--- src/rtl/tinyalu_responder.sv ---
// tinyalu_responder
// Responder end of the TinyALU start/done protocol. Accepts an operation
// when start is high in IDLE, computes add/and/xor in one cycle and
// multiply after MUL_LATENCY cycles, then pulses done for one cycle and
// waits for start to drop before accepting the next request.
//
// Parameters:
//   MUL_LATENCY  cycles from accepting mul_op to done (legal 1..8)
//
// Ports:
//   clk       rising-edge clock
//   reset     synchronous reset, active-high
//   A, B      8-bit unsigned operands
//   op        3-bit opcode (001 add, 010 and, 011 xor, 100 mul; others ignored)
//   start     operation request, held high by the initiator until done
//   done      one-cycle completion pulse
//   result    16-bit result, held until the next done
//   op_count  completed-operation counter (only with TINYALU_OPCNT_EN)
//
// Optional feature macro: TINYALU_OPCNT_EN adds the op_count output.
//
// state    | meaning
// ---------+------------------------------------------------
// IDLE     | no operation in progress, waiting for start
// BUSY_MUL | multiply in progress, counter running down
// WAIT_LOW | operation finished, waiting for start to drop

module tinyalu_responder #(
   parameter int MUL_LATENCY = 3
) (
   input  logic        clk,
   input  logic        reset,
   input  logic [7:0]  A,
   input  logic [7:0]  B,
   input  logic [2:0]  op,
   input  logic        start,
   output logic        done,
`ifdef TINYALU_OPCNT_EN
   output logic [15:0] op_count,
`endif
   output logic [15:0] result
);

   typedef enum logic [1:0] {
      IDLE     = 2'd0,
      BUSY_MUL = 2'd1,
      WAIT_LOW = 2'd2
   } state_t;

   localparam logic [2:0] OP_ADD = 3'b001;
   localparam logic [2:0] OP_AND = 3'b010;
   localparam logic [2:0] OP_XOR = 3'b011;
   localparam logic [2:0] OP_MUL = 3'b100;

   // Counter holds MUL_LATENCY-1 at most, so 3 bits cover the legal range.
   localparam logic [2:0] MUL_LOAD = 3'(MUL_LATENCY - 1);

   state_t      state, state_next;
   logic [2:0]  cnt, cnt_next;
   logic [7:0]  a_q, a_next;
   logic [7:0]  b_q, b_next;
   logic [15:0] result_next;
   logic        done_next;

   always_ff @(posedge clk) begin
      if (reset) begin
         state  <= IDLE;
         cnt    <= 3'd0;
         a_q    <= 8'd0;
         b_q    <= 8'd0;
         result <= 16'h0000;
         done   <= 1'b0;
      end else begin
         state  <= state_next;
         cnt    <= cnt_next;
         a_q    <= a_next;
         b_q    <= b_next;
         result <= result_next;
         done   <= done_next;
      end
   end

   always_comb begin
      state_next  = state;
      cnt_next    = cnt;
      a_next      = a_q;
      b_next      = b_q;
      result_next = result;
      done_next   = 1'b0;
      case (state)
         IDLE: begin
            if (start) begin
               case (op)
                  OP_ADD: begin
                     result_next = 16'(A) + 16'(B);
                     done_next   = 1'b1;
                     state_next  = WAIT_LOW;
                  end
                  OP_AND: begin
                     result_next = {8'h00, A & B};
                     done_next   = 1'b1;
                     state_next  = WAIT_LOW;
                  end
                  OP_XOR: begin
                     result_next = {8'h00, A ^ B};
                     done_next   = 1'b1;
                     state_next  = WAIT_LOW;
                  end
                  OP_MUL: begin
                     a_next = A;
                     b_next = B;
                     if (MUL_LATENCY == 1) begin
                        result_next = 16'(A) * 16'(B);
                        done_next   = 1'b1;
                        state_next  = WAIT_LOW;
                     end else begin
                        cnt_next   = MUL_LOAD;
                        state_next = BUSY_MUL;
                     end
                  end
                  default: ;
               endcase
            end
         end
         BUSY_MUL: begin
            // Counter reaching zero on this edge completes the multiply.
            if (cnt == 3'd1) begin
               cnt_next    = 3'd0;
               result_next = 16'(a_q) * 16'(b_q);
               done_next   = 1'b1;
               state_next  = WAIT_LOW;
            end else begin
               cnt_next = cnt - 3'd1;
            end
         end
         WAIT_LOW: begin
            if (!start) state_next = IDLE;
         end
         default: state_next = IDLE;
      endcase
   end

`ifdef TINYALU_OPCNT_EN
   // Counts on the edge that raises done, so op_count updates with the pulse.
   always_ff @(posedge clk) begin
      if (reset) op_count <= 16'h0000;
      else if (done_next) op_count <= op_count + 16'd1;
   end
`endif

endmodule

--- config.mk ---
export PLATFORM = sky130hd
export DESIGN_NAME = tinyalu_responder
export DESIGN_NICKNAME = d
export VERILOG_FILES = /design/src/rtl/tinyalu_responder.sv
export SDC_FILE = /design/constraint.sdc
export NUM_CORES = 1
export LEC_CHECK = 0
export ABC_AREA = 1
export BUFFER_PORTS_ARGS = -buffer_cell sky130_fd_sc_hd__buf_4
export CORE_ASPECT_RATIO = 2
export CORE_MARGIN = 2
export CORE_UTILIZATION = 45
export CTS_BUF_LIST = sky130_fd_sc_hd__clkbuf_8
export DETAILED_ROUTE_END_ITERATION = 7
export SLEW_MARGIN = 30
export SYNTH_ARGS = -nofsm -noshare
export SYNTH_HDL_FRONTEND = slang
export SYNTH_SLANG_ARGS = --single-unit
--- constraint.sdc ---
create_clock -name clk -period 8.04 [get_ports clk]
set_input_delay 2.01 -clock clk [delete_from_list [all_inputs] [get_ports clk]]
set_output_delay 2.01 -clock clk [all_outputs]
set_load 0.01 [all_outputs]
After elaboration in Yosys (flattened, before gate mapping)
Cells that the tools add are included.
{"block": "word_totals", "regBits": 38, "elab_cells": 48}
{"block": "op_classes", "n_addsub": 2, "n_mul": 1, "eq_ne": 13, "n_mux": 17, "bitwise_logic": 2, "n_reduce_logical": 7}
{"operator": "case mux 16 bit (3 select lines)", "count": 1}
{"operator": "two-way mux 16 bit", "count": 2}
{"operator": "case mux 16 bit (2 select lines)", "count": 1}
{"operator": "multiplier 8 x 8 -> 16 bit", "count": 1}
{"operator": "adder 8 x 8 -> 9 bit", "count": 1}
{"operator": "two-way mux 3 bit", "count": 3}
{"operator": "AND 8 bit", "count": 1}
{"operator": "AND reduction 4 bit", "count": 2}
{"operator": "bitwise XOR 8 bit", "count": 1}
{"operator": "== test 3 x 1 -> 1 bit, second input constant", "count": 2}
{"operator": "== test 3 x 2 -> 1 bit, second input constant", "count": 2}
{"operator": "two-way mux 2 bit", "count": 3}
{"operator": "inequality test 2 bit, second input constant", "count": 3}
{"operator": "case mux 2 bit (3 select lines)", "count": 1}
{"operator": "case mux 3 bit (2 select lines)", "count": 1}
{"operator": "AND reduction 3 bit", "count": 2}
{"operator": "inequality test 4 x 1 -> 1 bit, second input constant", "count": 1}
{"operator": "case mux 2 bit (2 select lines)", "count": 1}
{"operator": "== test 3 bit, second input constant", "count": 1}
{"operator": "two-way mux 1 bit", "count": 3}
{"operator": "inequality test 3 x 2 -> 1 bit, second input constant", "count": 1}
{"operator": "OR reduction 3 bit", "count": 1}
{"operator": "subtractor 3 x 1 -> 3 bit, second input constant", "count": 1}
{"operator": "== test 2 x 1 -> 1 bit, second input constant", "count": 1}
{"operator": "5 further kinds", "count": 5}

Longest topological paths before layout
{"block": "depth", "depth_word": 5, "ltp_mapped": 21}

Worst setup path before layout
OpenSTA, ideal clock, no wires.
{"block": "synth_timing", "path_type": "flip-flop to flip-flop", "from": "register b_q[7]", "to": "register result[9]", "setup_time_ns": 0.126, "arrival_time_ns": 3.813, "setup_slack_ns": 4.102, "stages_incl_launch_ff": 18, "synth_period_minus_slack_ns": 3.938, "path_cell_list": "dfxtp_1 clkbuf_1 nand2_1 fa_1 fa_1 inv_1 fa_1 inv_1 fa_1 inv_1 ha_1 nand2_1 inv_1 nand2_1 nand2_1 or2_2 nand3_1 a21oi_1"}
{"block": "synth_between", "elab_chain_cells": 3}
{"element": "start: declaration", "line_no": "61", "source": "logic [7:0] b_q, b_next;"}
{"element": "start signal: assignment", "line_no": "77", "source": "b_q <= b_next;"}
{"element": "multiplier 8 x 8 -> 16 bit", "line_no": "129", "source": "result_next = 16'(a_q) * 16'(b_q);"}
{"element": "two-way mux 16 bit", "line_no": "127", "source": "if (cnt == 3'd1) begin"}
{"element": "case mux 16 bit (2 select lines)", "line_no": "90", "source": "case (state)"}
{"element": "end signal: assignment", "line_no": "78", "source": "result <= result_next;"}
{"element": "end: declaration", "line_no": "41", "source": "output logic [15:0] result"}
Every way passes these cells. The select of a mux whose other input is x is not followed.
A chain may end at the register's enable or synchronous reset.

Final worst setup path
Ends and elaborated chain as after synthesis.

==> impl_metrics.toml <==
[final_layout]
drive_gt1_share_pct = 8.15
antennaDiodeCount = 0
final_area_mm2 = 0.00480
area_growth_pct = 9.72
fin_nets = 791

[clocking]
clockRootBuffer = "clkbuf_8"
cts_setup_buffers = 0
h-tree-depth = 2
hold_buffers = 0
cts_tree = "built"
worst_skew_pair.late_latency_ps = 310
cts-resized-gates = 0
clk_pin_slew_ps = 80
cts_sinks = 38
numCtsBuffers = 5
clockBufferDepth = 2

[routing]
drt-pass1-iter-count = 5
wire_per_inst_um = 13.4
viasPerCell = 4.94
routed_wl_um = 10600
drc = 0
postRouteAntennaNets = 0
vias = 3921
drt_iter0_markers = 205

[global_route]
grt_overflow_total = 0
grt_pass1_wl_um = 18300
grt_antenna_before_repair = 0
grt_usage_pct = 22.3
grt_pass1_vias = 3839
grt_max_degree = 24

[floorplan]
ioPinCount = 39
rows = 51
die_h_um = 143
die_w_um = 73.7
initial_core_util_pct = 45.7
die_area_mm2 = 0.0106
core_mm2 = 0.00957

[timing]
clock_skew_ps = 5.65
timing.fmax_mhz = 240
max_slew_margin_pct = 60.7
period_needed_ps = 4170
fin_setup_tns_ps = 0
maxSlewViolCount = 0
finalSetupViolations = 0
hold-worst-slack_ps = 472
rsz0062_at_grt = "false"
worst_pin_slew_ps = 589
fin_crit_sh_pct = 51.8
final-hold-violation-count = 0

[place]
place.gp.congestion = 0.881
place_area_mm2 = 0.00469
place.port_buffers = 38
hpwl_um = 8800

[logic_synthesis]
ys_top_cells_by_count = "170 x nand2_1, 158 x inv_1, 55 x nor2_1"
synth_nets = 770
yosysTopAreaCellShare_pct = 17.4
synth_warnings = 0
ys.flop_type = "dfxtp_1"
yosys-top-cells-area = "dfxtp_1 17%, fa_1 17%, nand2_1 15%"
synth_top_area_cell = "dfxtp_1"
yosysMostFrequentCell = "nand2_1"
synth-edff-count = 0
async_flop_share_pct = 0
syn_inst = 665
synth-seq-area-share_pct = 17.4
synth_cell_types = 30
ys_seq_elements = 38
syn_area_per_cell_um2 = 6.58
synthesis.area_mm2 = 0.00438

[worst_setup_path]
cp-start-kind = "flop"
required_ps = 8240
worstSetupPathType = "reg -> reg"
critical_path_arrival_ps = 4360
critPathCaptureType = "flop"
crit_fanout = 9

[power_and_ir_drop]
p_per_area_mw_per_mm2 = 97.1
p_leak_nw = 2.94
ir_drop_mv = 0.113
power_uw = 466

[job]
drv_cap = 0

[min_path]
hold_path.class = "reg -> reg"

[outcome]
status = "finished, final reports clean"
[routing by layer]
layer | track usage (%) | share of wire (%)
met2 | 38.8 | 51
met3 | 3.09 | 2.6
met4 | 6.22 | 2.4
met1 | 28.0 | 44
met5 | 0 | 0
[state kept, by name (all words and copies together), names as in the netlist]
name,flops
b_q,8
a_q,8
cnt,3
state,2
result,16
done,1
[worst paths after layout]
path,to,cells past startpoint,start,slack (ps)
worst max-delay path,result[9]$_SDFFE_PP0P_,16,b_q[7]$_SDFFE_PP0P_,3870
worst min-delay path,result[11]$_SDFFE_PP0P_,2,result[11]$_SDFFE_PP0P_,470
worst max register to register,result[9]$_SDFFE_PP0P_,16,b_q[7]$_SDFFE_PP0P_,3870
worst min register to register,result[11]$_SDFFE_PP0P_,2,result[11]$_SDFFE_PP0P_,470
[critical path, cell delays in order (launching register included)]
cell	delay (ps)
dfxtp_1	550
nand2_1	140
fa_1	540
fa_1	560
inv_1	60
fa_1	530
inv_1	60
fa_1	530
inv_1	40
ha_1	340
nand2_1	120
inv_1	60
nand2_1	60
nand2_1	60
or2_2	270
nand3_1	70
a21oi_1	70
[cells by family (layout without fill, tap and decap cells)]
| kind of cell | after synthesis | count (layout) | synth area share [%] |
|---|---|---|---|
| and+or+nand+nor | 280 | 280 | 26.4 |
| xor gates and xnor gates | 3 | 3 | 0.600 |
| AOI/OAI and AO/OA | 77 | 77 | 9.38 |
| buffers and inverters | 184 | 206 | 16.2 |
| adders and majority gates | 83 | 83 | 30.1 |
| DFF | 38 | 38 | 17.4 |
[report_power, final]
group          switching [mW]  internal [mW]  total (mW)
clock network          0.0804         0.0924       0.173
logic                  0.0523         0.0351      0.0874
registers              0.0108          0.195       0.206
total                   0.144          0.323       0.466
[cells in the final DEF, fill, tap and decap left out, drive strengths merged]
| master | netlist | final |
|---|---|---|
| clkinvlp | 0 | 2 |
| nor3 | 3 | 3 |
| and2 | 1 | 1 |
| a32oi | 1 | 1 |
| xor2 | 3 | 3 |
| o211ai | 1 | 1 |
| nand3 | 34 | 34 |
| nor2 | 58 | 58 |
| a31oi | 1 | 1 |
| nand3b | 3 | 3 |
| a21oi | 38 | 38 |
| nand4 | 7 | 7 |
| fa | 37 | 37 |
| or2 | 2 | 2 |
| a22oi | 1 | 1 |
| dfxtp | 38 | 38 |
| bufinv | 0 | 1 |
| clkbuf | 21 | 5 |
| nand2 | 172 | 172 |
| buf | 3 | 38 |
| o21ai | 34 | 34 |
| a221oi | 1 | 1 |
| inv | 160 | 160 |
| ha | 46 | 46 |
[cell type report]
class | count | area, µm²
Fill cell | 1026 | 4770
Multi-Input combinational cell | 443 | 2910
Sequential cell | 38 | 761
Inverter | 160 | 601
Timing Repair Buffer | 38 | 285
Tap cell | 106 | 133
Clock buffer | 5 | 68.8
Clock inverter | 3 | 45.0
[stage by stage]
| stage | std cells | utilization, % | setup WS (ps) |
|---|---|---|---|
| global route | 793 | 50.2 | 3550 |
| detailed placement | 785 | 49.0 | 3900 |
| global placement | 785 | 49.0 | 3910 |
| floorplan | 665 | - | 4100 |
| finish | 793 | 50.2 | 3870 |
| CTS | 793 | 50.2 | 3840 |
Power figures use the tool's default switching activity.
